`src/rtl/multi_tone_generator.sv`:
```
// Multi-channel square/PWM tone generator: a shared sequential divider turns a
// centi-Hz frequency into a clock-count period, applied per channel at period wrap.
module multi_tone_generator #(
    parameter int CLK_HZ   = 125000000,
    parameter int CHANNELS = 4,
    parameter int NUM_W    = 40,
    parameter int CNT_W    = 32,
    parameter int MAX_FREQ = 999999,
    localparam int CH_W    = (CHANNELS > 1) ? $clog2(CHANNELS) : 1
) (
    input  logic                clk,
    input  logic                rst,
    input  logic                cfg_valid,
    output logic                cfg_ready,
    input  logic [CH_W-1:0]     cfg_chan,
    input  logic [31:0]         cfg_freq,
    input  logic [7:0]          cfg_duty,
    output logic                cfg_err,
    input  logic [CHANNELS-1:0] chan_en,
    output logic [CHANNELS-1:0] wave_out,
    output logic [CHANNELS-1:0] period_strb
);
    localparam int BC_W = $clog2(NUM_W + 1);
    localparam logic [NUM_W-1:0] NUMER = NUM_W'(64'(CLK_HZ) * 64'd100);

    localparam logic [1:0] S_IDLE   = 2'd0;
    localparam logic [1:0] S_DIV    = 2'd1;
    localparam logic [1:0] S_MUL    = 2'd2;
    localparam logic [1:0] S_COMMIT = 2'd3;

    function automatic logic [CNT_W-1:0] scale_duty(input logic [CNT_W-1:0] per,
                                                    input logic [7:0] duty);
        logic [CNT_W+7:0] prod;
        prod = {8'b0, per} * {{CNT_W{1'b0}}, duty};
        return CNT_W'(prod >> 8);
    endfunction

    logic [1:0]       state;
    logic [CH_W-1:0]  chan_r;
    logic [31:0]      freq_r;
    logic [7:0]       duty_r;
    logic [NUM_W-1:0] num_r;
    logic [31:0]      rem_r;
    logic [BC_W-1:0]  bit_cnt;
    logic [CNT_W-1:0] period_r;
    logic [CNT_W-1:0] high_r;
    logic             bad_req;
    logic             commit;
    logic [32:0]      shifted;
    logic             ge;
    logic [31:0]      diff;

    assign cfg_ready = (state == S_IDLE);
    assign commit    = (state == S_COMMIT);
    assign bad_req   = (cfg_freq > 32'(MAX_FREQ)) || (32'(cfg_chan) >= 32'(CHANNELS));

    // Restoring divide: quotient bits shift into num_r as the numerator shifts out.
    assign shifted = {rem_r, num_r[NUM_W-1]};
    assign ge      = (shifted >= {1'b0, freq_r});
    assign diff    = 32'(shifted - {1'b0, freq_r});

    always_ff @(posedge clk) begin
        if (rst) begin
            state   <= S_IDLE;
            cfg_err <= 1'b0;
        end else begin
            cfg_err <= 1'b0;
            case (state)
                S_IDLE: if (cfg_valid) begin
                    if (bad_req)              cfg_err <= 1'b1;
                    else if (cfg_freq == '0)  state   <= S_COMMIT;
                    else                      state   <= S_DIV;
                end
                S_DIV:   if (bit_cnt == '0) state <= S_MUL;
                S_MUL:   state <= S_COMMIT;
                default: state <= S_IDLE;
            endcase
        end
    end

    always_ff @(posedge clk) begin
        case (state)
            S_IDLE: if (cfg_valid) begin
                chan_r   <= cfg_chan;
                freq_r   <= cfg_freq;
                duty_r   <= cfg_duty;
                num_r    <= NUMER;
                rem_r    <= '0;
                bit_cnt  <= BC_W'(NUM_W - 1);
                period_r <= '0;
                high_r   <= '0;
            end
            S_DIV: begin
                rem_r   <= ge ? diff : shifted[31:0];
                num_r   <= {num_r[NUM_W-2:0], ge};
                bit_cnt <= bit_cnt - BC_W'(1);
            end
            S_MUL: begin
                period_r <= num_r[CNT_W-1:0];
                high_r   <= scale_duty(num_r[CNT_W-1:0], duty_r);
            end
            default: ;
        endcase
    end

    for (genvar i = 0; i < CHANNELS; i++) begin : g_chan
        logic [CNT_W-1:0] act_per, act_high, pend_per, pend_high, cnt;
        logic             pend_vld;
        logic             run, wrap, load, commit_here;

        assign run         = chan_en[i] && (act_per != '0);
        assign wrap        = run && (cnt == act_per - CNT_W'(1));
        assign load        = pend_vld && (wrap || !run);
        assign commit_here = commit && (chan_r == CH_W'(i));

        // A commit landing on the load cycle stays pending; the load takes the older value.
        always_ff @(posedge clk) begin
            if (rst) begin
                act_per   <= '0;
                act_high  <= '0;
                pend_per  <= '0;
                pend_high <= '0;
                pend_vld  <= 1'b0;
                cnt       <= '0;
            end else begin
                if (load) begin
                    act_per  <= pend_per;
                    act_high <= pend_high;
                end
                if (commit_here) begin
                    pend_per  <= period_r;
                    pend_high <= high_r;
                    pend_vld  <= 1'b1;
                end else if (load) begin
                    pend_vld <= 1'b0;
                end
                if (!run || wrap) cnt <= '0;
                else              cnt <= cnt + CNT_W'(1);
            end
        end

        assign wave_out[i]    = run && (cnt < act_high);
        assign period_strb[i] = run && (cnt == '0);
    end
endmodule

```
`config.mk`:
```
export PLATFORM = sky130hd
export DESIGN_NAME = multi_tone_generator
export DESIGN_NICKNAME = d
export VERILOG_FILES = /design/src/rtl/multi_tone_generator.sv
export SDC_FILE = /design/constraint.sdc
export NUM_CORES = 2
export LEC_CHECK = 0
export ABC_AREA = 1
export CAP_MARGIN = 20
export CORE_ASPECT_RATIO = 1.25
export CORE_MARGIN = 4
export CORE_UTILIZATION = 24
export CTS_CLUSTER_DIAMETER = 80
export DETAILED_ROUTE_END_ITERATION = 8
export PLACE_DENSITY = 0.42
export SLEW_MARGIN = 15
export SYNTH_ARGS = -nofsm -noshare
export SYNTH_HDL_FRONTEND = slang
export SYNTH_SLANG_ARGS = --single-unit
```
`constraint.sdc`:
```
create_clock -name clk -period 6.95 [get_ports clk]
set_input_delay 1.39 -clock clk [delete_from_list [all_inputs] [get_ports clk]]
set_output_delay 1.39 -clock clk [all_outputs]
set_load 0.1 [all_outputs]
```
# After elaboration in Yosys (flattened, before gate mapping)
# Index checks and enable logic that the tools add are counted.
[op_classes]
add_sub_neg = 10
magnitude_cmp = 6
mul = 1
eq_ne = 13
n_mux = 23
n_reduce_logical = 59
bitwise_logic = 2
[op_table]
columns = ["cell", "n"]
rows = [
  ["32-bit case mux with 2 select lines", 3],
  ["32-bit zero test", 5],
  ["32-bit by 1-bit adder with 32-bit output (second input constant)", 4],
  ["32-bit equality test", 4],
  ["32-bit less-than comparator", 4],
  ["32-bit nonzero test", 4],
  ["32-bit by 1-bit subtractor with 32-bit output (second input constant)", 4],
  ["40-bit case mux with 2 select lines", 1],
  ["32-bit 2-to-1 mux", 2],
  ["32-bit by 8-bit multiplier with 40-bit output", 1],
  ["40-bit 2-to-1 mux", 1],
  ["33-bit by 32-bit >= comparator with 1-bit output", 1],
  ["32-bit by 20-bit greater-than comparator with 1-bit output (second input constant)", 1],
  ["32-bit subtractor", 1],
  ["1-bit logical AND", 24],
  ["6-bit case mux with 2 select lines", 1],
  ["2-bit nonzero test", 6],
  ["1-bit 2-to-1 mux", 9],
  ["2-bit equality test (second input constant)", 4],
  ["2-bit 2-to-1 mux", 4],
  ["2-bit OR reduction", 4],
  ["6-bit zero test", 1],
  ["6-bit 2-to-1 mux", 1],
  ["2-bit inequality test (second input constant)", 3],
  ["10 further kinds", 21],
]
[word_totals]
inputBits = 49
ff_bits = 831
output_inout_bits = 10
word_cells = 148

# Logic depth before layout (Yosys ltp)
[logic_depth]
word_depth = 7
mapped_depth = 25
ltp_nobuf = 24

# Least setup slack after synthesis
# Ideal clock, no wire load.
[synth_timing]
path_kind = "register to register"
from = "reg state[0]"
to = "reg bit_cnt[0], enable pin"
path_stages_with_launch = 4
synth_period_minus_slack_ns = 7.304
t_required_ns = 6.328
path_slack_ns = -0.354
arrival_ns = 6.682
n_path_buf = 0
setup_ns = 0.622
path_cell_list = "dfxtp_1 > inv_1 > ha_1 > o21ai_0"
[synth_via]
elab_chain_cells = 3
elab_cells_between_ends = 5
classes_between = "eq/ne: 2; reduce/logical: 3"
[synth_rtl]
columns = ["item", "line", "rtl"]
rows = [
  ["from (decl)", "38", "logic [1:0] state;"],
  ["from (signal assigned)", "64", "state <= S_IDLE;"],
  ["from (signal assigned)", "71", "else if (cfg_freq == '0) state <= S_COMMIT;"],
  ["from (signal assigned)", "72", "else state <= S_DIV;"],
  ["2-bit zero test *", "n/a", ""],
  ["via cfg_ready", "14", "output logic cfg_ready,"],
  ["2-bit inequality test (no line) or 2-bit nonzero test (tied branches)", "n/a", ""],
  ["2-bit AND reduction (no line) *", "n/a", ""],
  ["to (signal assigned)", "89", "bit_cnt <= BC_W'(NUM_W - 1);"],
  ["to (signal assigned)", "96", "bit_cnt <= bit_cnt - BC_W'(1);"],
  ["to (decl)", "44", "logic [BC_W-1:0] bit_cnt;"],
]
# Mark *: on every way through the listed nets, which the timed path passes. The rest lies on a longest branch.
# A chain may end at the register's enable or synchronous reset.

# Worst setup path in the final report
[layout_timing]
from = "reg duty_r[4]"
to = "reg high_r[28] (data pin)"
[layout_via]
elab_chain_cells = 2
[layout_rtl]
columns = ["item", "line", "rtl"]
rows = [
  ["from (decl)", "41", "logic [7:0] duty_r;"],
  ["from (signal assigned)", "86", "duty_r <= cfg_duty;"],
  ["32-bit by 8-bit multiplier with 40-bit output", "34", "prod = {8'b0, per} * {{CNT_W{1'b0}}, duty};"],
  ["32-bit case mux with 2 select lines", "82", "case (state)"],
  ["to (signal assigned)", "100", "high_r <= scale_duty(num_r[CNT_W-1:0], duty_r);"],
  ["to (decl)", "46", "logic [CNT_W-1:0] high_r;"],
]
# Every way passes these cells.

==> impl_metrics.toml <==
[outcome]
status = "finished, final reports clean"

[clock_tree]
cts_tree = "built"
clockBufferDepth = 3
cts_resized = 0
htreeDepth = 3
cts_sinks = 831
clockRootBuffer = "clkbuf_16"
numCtsBuffers = 102
path_clk_slew_ps = 60
clock_latency_ps = 750
hold_buffers = 0
cts_setup_buffers = 0

[routing]
vias = 43700
drc = 0
post_drt_wl_per_cell_um = 17.2
dr.first_iter.drc_count = 2439
routed_wirelength_um = 171000
firstDrtPassIters = 5
vias_per_cell = 4.41
ant_nets = 0

[logic_synthesis]
synth.top_cell.area_share = 0.250
synthesis.area_um2 = 51800
yosysUniqueCellTypes = 55
yosys-top-cells-area = "dfxtp_1 25%, edfxtp_1 11%, nand2_1 9.2%"
synth-edff-count = 184
synthCells = 7088
yosysTopAreaCell = "dfxtp_1"
syn-num-nets = 7553
synth_most_common_cell = "nand2_1"
syn_area_per_cell_um2 = 7.31
yosys-top-cells-count = "1,270 x nand2_1, 1,202 x inv_1, 796 x nor2_1"
ys.flop_type = "dfxtp_1"
ys_seq_elements = 831
yosys_warnings = 0
synth-seq-area-share = 0.357
async_flop_share = 0

[placed_design]
place_hpwl_um = 126000
io_buffers = 58
gp_congestion = 0.888

[sta]
rsz0062_at_grt = "false"
hold_viol = 0
setup_viol = 0
final.setup.tns_ps = 0
min_period_ps = 5790
drv_slew = 0
tightest_slew_ps = 1100
max_freq_mhz = 173
fin_worst_skew_ps = 62.4
fin_crit_sh = 0.833
relSlewSlack = 0.264

[floorplanning]
start_util = 0.241
die_w_um = 424
fp.coreArea_um2 = 215000
pin_count = 59
die_area_um2 = 223000
die_h_um = 527
rows = 190

[global_routing]
grt_usage = 0.150
grt_pass1_vias = 43600
grt_pass1_wl_um = 262000
gr-total-overflow = 0
antenna_found_initial = 19
grt_max_degree = 228

[finish]
layout-drive-gt1-share = 0.0453
area_growth_pct = 12.8
postLayoutCoreUtil = 0.272
nNetsFinal = 7416

[critical_path]
cpPeakStageDelay_ps = 590
worstPathMaxFanout = 23
path_cells = "buf_4 -> nand2_1 -> fa_1 -> inv_1 -> fa_1 -> fa_1 -> inv_1 -> fa_1 -> inv_1 -> ha_1 -> nand2_1 -> nor2_1 -> inv_1 -> nor4_1 -> nand3_1 -> nand4_1 -> o21ai_0 -> a21oi_1"
cp_slowest_cell = "nor4_1"
arrival_ps = 6350
path_class = "reg -> reg"
cpLargestDelayFamily = "adder cells"
cp_num_buf_inv = 5
start_kind = "flip-flop"
critPathRequiredTime_ps = 7510
worst_setup_path_end_kind = "flip-flop"

[min_path]
hp-class = "reg -> reg"

[power]
power-per-cell-area_nw_per_um2 = 235
p_leak_nw = 25.2
vdd_drop_max_mv = 0.206
power_mw = 13.7

[flow_run]
cap_violations = 0
[worst min-delay path, delay by kind of cell, from the launching register on]
family | cells | cell delay [ps]
AO/OA/AOI/OAI | 1 | 50
flip-flops | 1 | 300
buffers and inverters | 1 | 60
[worst paths after layout]
check / from / end / slack (ps) / cells past startpoint
min: g_chan[0].pend_per[11] / g_chan[0].pend_per[11] / 450 / 2
max reg2reg: duty_r[4] / high_r[28] / 1160 / 18
min reg2reg: g_chan[0].pend_per[11] / g_chan[0].pend_per[11] / 450 / 2
max: duty_r[4] / high_r[28] / 1160 / 18
[logic make-up (layout without fill, tap and decap cells)]
group | Yosys count | after routing | synth area share
XOR/XNOR | 236 | 236 | 0.0432
other | 0 | 8 | 0
AND/OR/NAND/NOR | 2811 | 2811 | 0.231
buffers and inverters | 1546 | 1494 | 0.118
flip-flops | 831 | 831 | 0.357
adder cells (fa/ha/maj) | 416 | 416 | 0.127
AO/OA/AOI/OAI | 1248 | 1248 | 0.125
[through the flow]
step	hold slack (ps)	setup slack, ps	cells	instance area, um2
finish	451	1160	9924	58400
global route	465	852	9917	58400
CTS	455	1250	9915	58400
detailed placement	446	1240	9726	54800
global placement	440	1320	9726	54800
floorplan	430	664	7088	51800
[cell usage in the layout (no fill, tap or decap), types with 15 or more instances in the layout]
cell type        instances
clkbuf_1                19
clkbuf_16              104
nand2_1               1266
nand4_1                 67
nor2_2                  22
clkdlybuf4s50_1         57
fa_1                   180
o21ai_0                390
nor4_1                  46
buf_4                   35
xnor2_1                 87
dfxtp_1                643
a21oi_1                747
inv_1                 1198
a31oi_1                 17
clkinv_2                17
ha_1                   234
nor3_1                  68
edfxtp_1               184
nand3b_1                15
nand3_1                433
or2_2                   27
xor2_1                 137
nor2_1                 796
[registers in the layout (all words and copies together) (netlist names), 4 cells and up]
name	cells
g_chan.pend_per	128
g_chan.act_per	128
num_r	40
g_chan.pend_vld	4
freq_r	32
duty_r	8
bit_cnt	6
g_chan.act_high	128
rem_r	32
g_chan.cnt	128
period_r	32
high_r	32
g_chan.pend_high	128
[power by group]
| part | internal (mW) | switching [mW] |
|---|---|---|
| registers | 4.98 | 0.108 |
| clock network | 3.28 | 2.34 |
| logic | 0.995 | 2.03 |
| total | 9.25 | 4.48 |
[layer usage]
layer | GRT usage | routed length [um]
met1 | 0.178 | 72400
met2 | 0.268 | 84800
met3 | 0.0170 | 5160
met4 | 0.0730 | 8080
met5 | 0 | 104
[cell type report]
cell class                      instances  area (um2)
Multi-Input combinational cell       4711       27300
Clock inverter                         51         681
Antenna cell                            8        20.0
Sequential cell                       831       18500
Timing Repair Buffer                   96         912
Fill cell                           23700      156000
Clock buffer                          138        2870
Tap cell                             2880        3600
Inverter                             1209        4550
Note: power is estimated with default switching activity, not from simulation.
